===== src/rtl/easy6502_io_map.sv =====
// easy6502-style memory-mapped I/O in front of the CPU data input:
// $FD frame counter, $FE pseudo-random byte, $FF last key byte, else RAM data.
module easy6502_io_map #(
  parameter logic [15:0] SEED             = 16'hACE1,
  parameter bit          VSYNC_ACTIVE_LOW = 1'b1
) (
  input  logic        clk,
  input  logic        reset,
  input  logic [15:0] cpu_address,
  input  logic        cpu_write_en,
  input  logic [7:0]  cpu_wdata,
  input  logic        cpu_ready,
  input  logic [7:0]  ram_rdata,
  input  logic        key_valid,
  input  logic [7:0]  key_data,
  input  logic        vsync,
  output logic [7:0]  cpu_rdata
);

  // A zero seed would lock the LFSR at zero forever.
  localparam logic [15:0] LFSR_INIT  = (SEED == 16'h0000) ? 16'hACE1 : SEED;
  localparam logic [15:0] LFSR_TAPS  = 16'hB400;
  localparam logic        VSYNC_IDLE = VSYNC_ACTIVE_LOW;

  typedef enum logic [1:0] {
    SEL_NONE = 2'd0,
    SEL_FD   = 2'd1,
    SEL_FE   = 2'd2,
    SEL_FF   = 2'd3
  } sel_t;

  sel_t        sel_q;
  sel_t        sel_d;
  logic [7:0]  io_q;
  logic [7:0]  io_d;
  logic [15:0] lfsr;
  logic [15:0] lfsr_next;
  logic [7:0]  key_q;
  logic [7:0]  frame_q;
  logic        vsync_d;
  logic        vsync_now_active;
  logic        vsync_was_active;
  logic        tick;
  logic        cpu_wr;
  logic        wr_fd;
  logic        wr_ff;

  always_comb begin
    sel_d = SEL_NONE;
    case (cpu_address)
      16'h00FD: sel_d = SEL_FD;
      16'h00FE: sel_d = SEL_FE;
      16'h00FF: sel_d = SEL_FF;
      default:  sel_d = SEL_NONE;
    endcase
  end

  always_comb begin
    io_d = 8'h00;
    case (sel_d)
      SEL_FD:  io_d = frame_q;
      SEL_FE:  io_d = lfsr[7:0];
      SEL_FF:  io_d = key_q;
      default: io_d = 8'h00;
    endcase
  end

  assign lfsr_next        = (lfsr >> 1) ^ (lfsr[0] ? LFSR_TAPS : 16'h0000);
  assign vsync_now_active = (vsync != VSYNC_IDLE);
  assign vsync_was_active = (vsync_d != VSYNC_IDLE);
  assign tick             = vsync_now_active && !vsync_was_active;
  assign cpu_wr           = cpu_write_en && cpu_ready;
  assign wr_fd            = cpu_wr && (cpu_address == 16'h00FD);
  assign wr_ff            = cpu_wr && (cpu_address == 16'h00FF);

  // cpu_ready acts as a capture enable: while it is low sel_q/io_q hold so
  // DI stays stable through a stall; the LFSR, key and frame logic keep running.
  always_ff @(posedge clk or negedge reset) begin
    if (!reset) begin
      sel_q   <= SEL_NONE;
      io_q    <= 8'h00;
      lfsr    <= LFSR_INIT;
      key_q   <= 8'h00;
      frame_q <= 8'h00;
      vsync_d <= VSYNC_IDLE;
    end else begin
      if (cpu_ready) begin
        sel_q <= sel_d;
        io_q  <= io_d;
      end
      lfsr    <= lfsr_next;
      vsync_d <= vsync;
      if (key_valid) begin
        key_q <= key_data;
      end else if (wr_ff) begin
        key_q <= cpu_wdata;
      end
      if (wr_fd) begin
        frame_q <= 8'h00;
      end else if (tick) begin
        frame_q <= frame_q + 8'd1;
      end
    end
  end

  assign cpu_rdata = (sel_q == SEL_NONE) ? ram_rdata : io_q;

endmodule

===== config.mk =====
export PLATFORM = sky130hd
export DESIGN_NAME = easy6502_io_map
export DESIGN_NICKNAME = d
export VERILOG_FILES = /design/src/rtl/easy6502_io_map.sv
export SDC_FILE = /design/constraint.sdc
export NUM_CORES = 1
export LEC_CHECK = 0
export CAP_MARGIN = 5
export CELL_PAD_IN_SITES_DETAIL_PLACEMENT = 0
export CELL_PAD_IN_SITES_GLOBAL_PLACEMENT = 1
export CORE_MARGIN = 3
export CORE_UTILIZATION = 33
export CTS_CLUSTER_SIZE = 28
export DETAILED_ROUTE_END_ITERATION = 12
export PLACE_DENSITY_LB_ADDON = 0.3
export SETUP_SLACK_MARGIN = 0.1
export SYNTH_ARGS = -nofsm -noshare
export SYNTH_HDL_FRONTEND = slang
export SYNTH_SLANG_ARGS = --single-unit

===== constraint.sdc =====
create_clock -name clk -period 1.5 [get_ports clk]
set_clock_uncertainty 0.15 [all_clocks]
set_input_delay 0.15 -clock clk [delete_from_list [all_inputs] [get_ports clk]]
set_output_delay 0.15 -clock clk [all_outputs]
set_load 0.005 [all_outputs]

======== Word-level counts from Yosys, hierarchy flattened ========
Index checks and enable logic that the tools add are counted.
word-level totals
  input bits .............................. 46
  bits in registers ....................... 43
  output and inout bits ................... 8
cells by class
  bitwise logic cells ..................... 2
  equal/unequal tests ..................... 6
  add/sub/neg operators ................... 1
  multiplexer cells ....................... 8
  reduce and logical (&&, ||, !) cells .... 7
operators with widths
  kind                                            number
  == test 16 x 8 -> 1 bit, second input constant  3
  2-to-1 mux 8 bit                                5
  case mux 8 bit (3 select lines)                 1
  2-to-1 mux 16 bit                               1
  bitwise XOR 15 x 16 -> 16 bit                   1
  adder 8 x 1 -> 8 bit, second input constant     1
  case mux 2 bit (3 select lines)                 1
  == test 2 bit, second input constant            2
  logical AND 1 bit                               4
  nonzero test 2 bit                              2
  == test 2 x 1 -> 1 bit, second input constant   1
  logical NOT 2 bit                               1
  inverter 1 bit                                  1

======== Longest topological paths before layout ========
  word-level depth ........................ 4
  mapped depth ............................ 5

======== Least setup slack after synthesis ========
Ideal clock, no wire load.
  path type ............................... input -> register
  from .................................... input cpu_address[8]
  to ...................................... register key_q[1]
  data arrival time ....................... 1.572 ns
  slack ................................... -0.344 ns
  library setup time ...................... 0.123 ns
  path buffers ............................ 0
  stages on the path ...................... 4
  cell sequence ........................... or4b_4 -> nor4_4 -> nand4b_2 -> o221a_2
on the way
  cells in the longest elaborated chain, start to end .. 3
ends and longest elaborated chain
  item                          RTL line  text
  start, declared               9         input logic [15:0] cpu_address,
  == test 16 x 8 -> 1 bit       74        assign wr_ff = cpu_wr && (cpu_address == 16'h00FF);
  logical AND 1 bit             74
  nonzero test 2 bit (no line)  --
  end signal, assigned          94        key_q <= key_data;
  end signal, assigned          96        key_q <= cpu_wdata;
  end, declared                 38        logic [7:0] key_q;
Every way passes these cells.
A chain may end at the register's enable or synchronous reset.

======== Worst setup path after layout ========
  from .................................... input cpu_address[10]
  to ...................................... register key_q[2]
The elaborated chain is that of the path after synthesis.

==> impl_metrics.py <==
metrics = {
    "detailed_routing": {
        "wl_per_cell_um": 14.2,
        "drtPass1Iterations": 4,
        "avgViaCountPerCell": 4.80,
        "vias": 1482,
        "antenna_left": 0,
        "initialDrtViolationCount": 26,
        "wl_um": 4380,
        "detail_route.drc_violations": 0,
    },
    "setup_path": {
        "cp_slowest_stage_delay_ps": 530,
        "reg2reg_to": "frame_q[5]$_DFFE_PN0P_",
        "cp_slowest_cell": "or4_4",
        "reg2reg_depth": 5,
        "endpoint_kind": "flip-flop",
        "cp.required_ps": 1530,
        "r2r_start": "vsync_d$_DFF_PN1_",
        "path_buf_inv": 2,
        "worstPathCellList": "clkbuf_2 > or4_4 > nor4_4 > buf_4 > nand4b_4 > o221a_4",
        "cp-endpoint": "key_q[2]$_DFFE_PN0P_",
        "r2r_slack_ps": 100,
        "cp_top_family": "simple AND/OR/NAND/NOR gates",
        "startpoint_type": "primary input",
        "critPathKind": "in -> reg",
        "crit_arrival_ps": 1700,
        "cp.depth": 6,
        "worstPathMaxFanout": 8,
        "crit_start": "cpu_address[10]",
    },
    "sta": {
        "layout_setup_ws_ps": -175,
        "maxSlewViolCount": 0,
        "max_slew.worst_pin.slew_ps": 581,
        "finalHoldViolCount": 0,
        "setup_viol": 32,
        "rsz0062_at_grt": "yes",
        "slew_headroom_pct": 61.1,
        "period_share_pct": 112,
        "hold_slack_ps": 140,
        "fmax_ghz": 0.597,
        "min_period_ps": 1680,
    },
    "cts": {
        "clockRootBuffer": "clkbuf_8",
        "path_clk_slew_ps": 80,
        "htreeDepth": 2,
        "clock_latency_ps": 290,
        "cts_tree": "done",
        "cts_made_buffers": 5,
        "cts.sinks": 43,
        "cts_buffer_depth": 2,
    },
    "logic_synthesis": {
        "synthCells": 161,
        "syn_area_um2": 1890,
        "yosysTopAreaCellShare_pct": 45.0,
        "synth_common_cells": "dfrtp_1 (34), nand2_1 (11), inv_1 (10), o21ai_0 (10)",
        "yosys.area.top_type": "dfrtp_1",
        "synth-edff-count": 0,
        "syn_nets": 208,
        "async_flop_share_pct": 100,
        "yosys-top-cells-area": "dfrtp_1 (45%), dfstp_2 (13%), mux2_2 (4.8%), o221a_2 (4.2%), xor2_1 (4.2%)",
        "avgSynthCellArea_um2": 11.8,
        "synth_seq_area_share_pct": 57.5,
        "synth_cell_types": 31,
        "synth-seq-cells": 43,
        "yosys_warnings": 0,
        "yosys_most_used_dff": "dfrtp_1",
        "yosysMostFrequentCell": "dfrtp_1",
    },
    "pwr": {
        "power_mw": 2.59,
        "ir_worst_vdd_uv": 632,
        "p_per_area_nw_per_um2": 912,
        "p_leak_nw": 1.25,
    },
    "floorplanning": {
        "start_util_pct": 35.5,
        "core_um2": 5340,
        "fp-row-count": 26,
        "ios": 54,
        "die_y_um": 81.7,
        "fp.dieArea_um2": 6680,
        "chipWidth_um": 81.7,
    },
    "global_route": {
        "grt_usage_pct": 13.7,
        "antenna_found_initial": 0,
        "overflow": 0,
        "grt_pass1_vias": 1440,
        "grt_max_degree": 44,
        "grt_pass1_wl_um": 6870,
    },
    "run_status": {
        "status": "finished with violations",
        "violations": "setup timing",
    },
    "min_path": {
        "worst_hold_startpoint": "vsync",
        "min_path_type": "in -> reg",
    },
    "finish": {
        "syn_to_final_growth_pct": 50.1,
        "n_antenna_cell": 0,
        "final_nets": 285,
        "layout-drive-gt1-share_pct": 37.7,
    },
    "place": {
        "io_buffers": 53,
        "gp_congestion": 0.818,
        "dpl.hpwl_um": 3200,
    },
    "run": {
        "maxCapViolCount": 0,
    },
}
placed cells by master (no fill, tap or decap), types with 2 or more instances in the layout:
cell and n:
nand3_2 2, nor2_2 4, a22oi_1 8, dfstp_2 9, o21ai_1 8, buf_2 13
inv_1 10, clkbuf_8 5, nor2_1 4, dfrtp_1 34, nand2b_1 8, and3_1 3
o221a_4 7, o22ai_1 8, nor2b_1 2, clkdlybuf4s50_1 36, buf_4 16, nand2_1 7
o21ai_2 2, mux2_2 8, nand4_1 4, nand2_2 4, xor2_1 9, clkinv_2 3
buf_6 8
flip-flops by register name, summed over array words and instances, names as in the netlist:
signal	flops
frame_q	8
io_q	8
key_q	8
lfsr	16
sel_q	2
vsync_d	1
layout make-up:
cell class | count | area [um^2]
inverters | 10 | 37.5
multi-input cells | 101 | 863
fillers | 503 | 2490
well taps | 70 | 87.6
clock inverters | 3 | 15.0
clock buffers | 5 | 68.8
flip-flops and latches | 43 | 1090
repair buffers | 77 | 681
per-stage QoR:
| stage | utilization, % | instances | area [um^2] | setup TNS, ps | worst slack [ps] |
|---|---|---|---|---|---|
| finish | 53.2 | 309 | 2840 | -3480 | -175 |
| floorplan | - | 161 | 1910 | -7290 | -318 |
| global route | 53.2 | 309 | 2840 | -5530 | -238 |
| CTS | 51.4 | 304 | 2740 | -3620 | -180 |
| detailed placement | 48.8 | 291 | 2600 | -18820 | -759 |
| global placement | 48.8 | 291 | 2600 | -18330 | -748 |
worst register-to-register path, stage by stage, from the launching register on:
cell and delay [ps]:
dfstp_2 510, nor2b_1 110, buf_4 160, nand4_1 110, xor2_1 180, nor2_2 60
worst min-delay path by stage:
stage / cells after the start / endpoint
5_1_grt: 1 / vsync_d$_DFF_PN1_
2_1_floorplan: 0 / frame_q[0]$_DFFE_PN0P_
6_report: 1 / vsync_d$_DFF_PN1_
3_5_place_dp: 2 / lfsr[14]$_DFF_PN0_
4_1_cts: 1 / vsync_d$_DFF_PN1_
3_3_place_gp: 2 / lfsr[14]$_DFF_PN0_
cell families (layout without fill, tap and decap cells):
group	Yosys count	count (layout)	synth area share (%)
compound gates	36	36	14.1
fa+ha+maj	1	1	0.661
mux	9	9	5.29
xor+xnor	10	10	4.63
flops	43	43	57.5
buf+inv	17	95	3.51
simple gates	45	45	14.4
report_power, final:
part | internal [mW] | leakage (nW) | switching (mW)
clock network | 0.318 | 0.0477 | 0.367
registers | 1.25 | 0.536 | 0.0891
logic | 0.331 | 0.663 | 0.231
total | 1.90 | 1.25 | 0.688
routing by layer:
metal  vias up  global-route usage [%]  wire (um)
met3         5                    3.51        208
li1        729                       -          -
met4         0                    3.99         43
met5         -                       0          0
met2        34                    22.1       2170
met1       714                    18.1       1960
what timing repair did:
item | in CTS | in global routing
setup endpoints to repair | 34 | 34
buffers inserted | 3 | 5
hold endpoints to repair | 43 | 0
hold buffers | 1 | 0
pin swaps | 13 | 8
resized for setup | 81 | 16
cloned | 1 | 0
No activity file was read; power rests on OpenSTA's default activity.
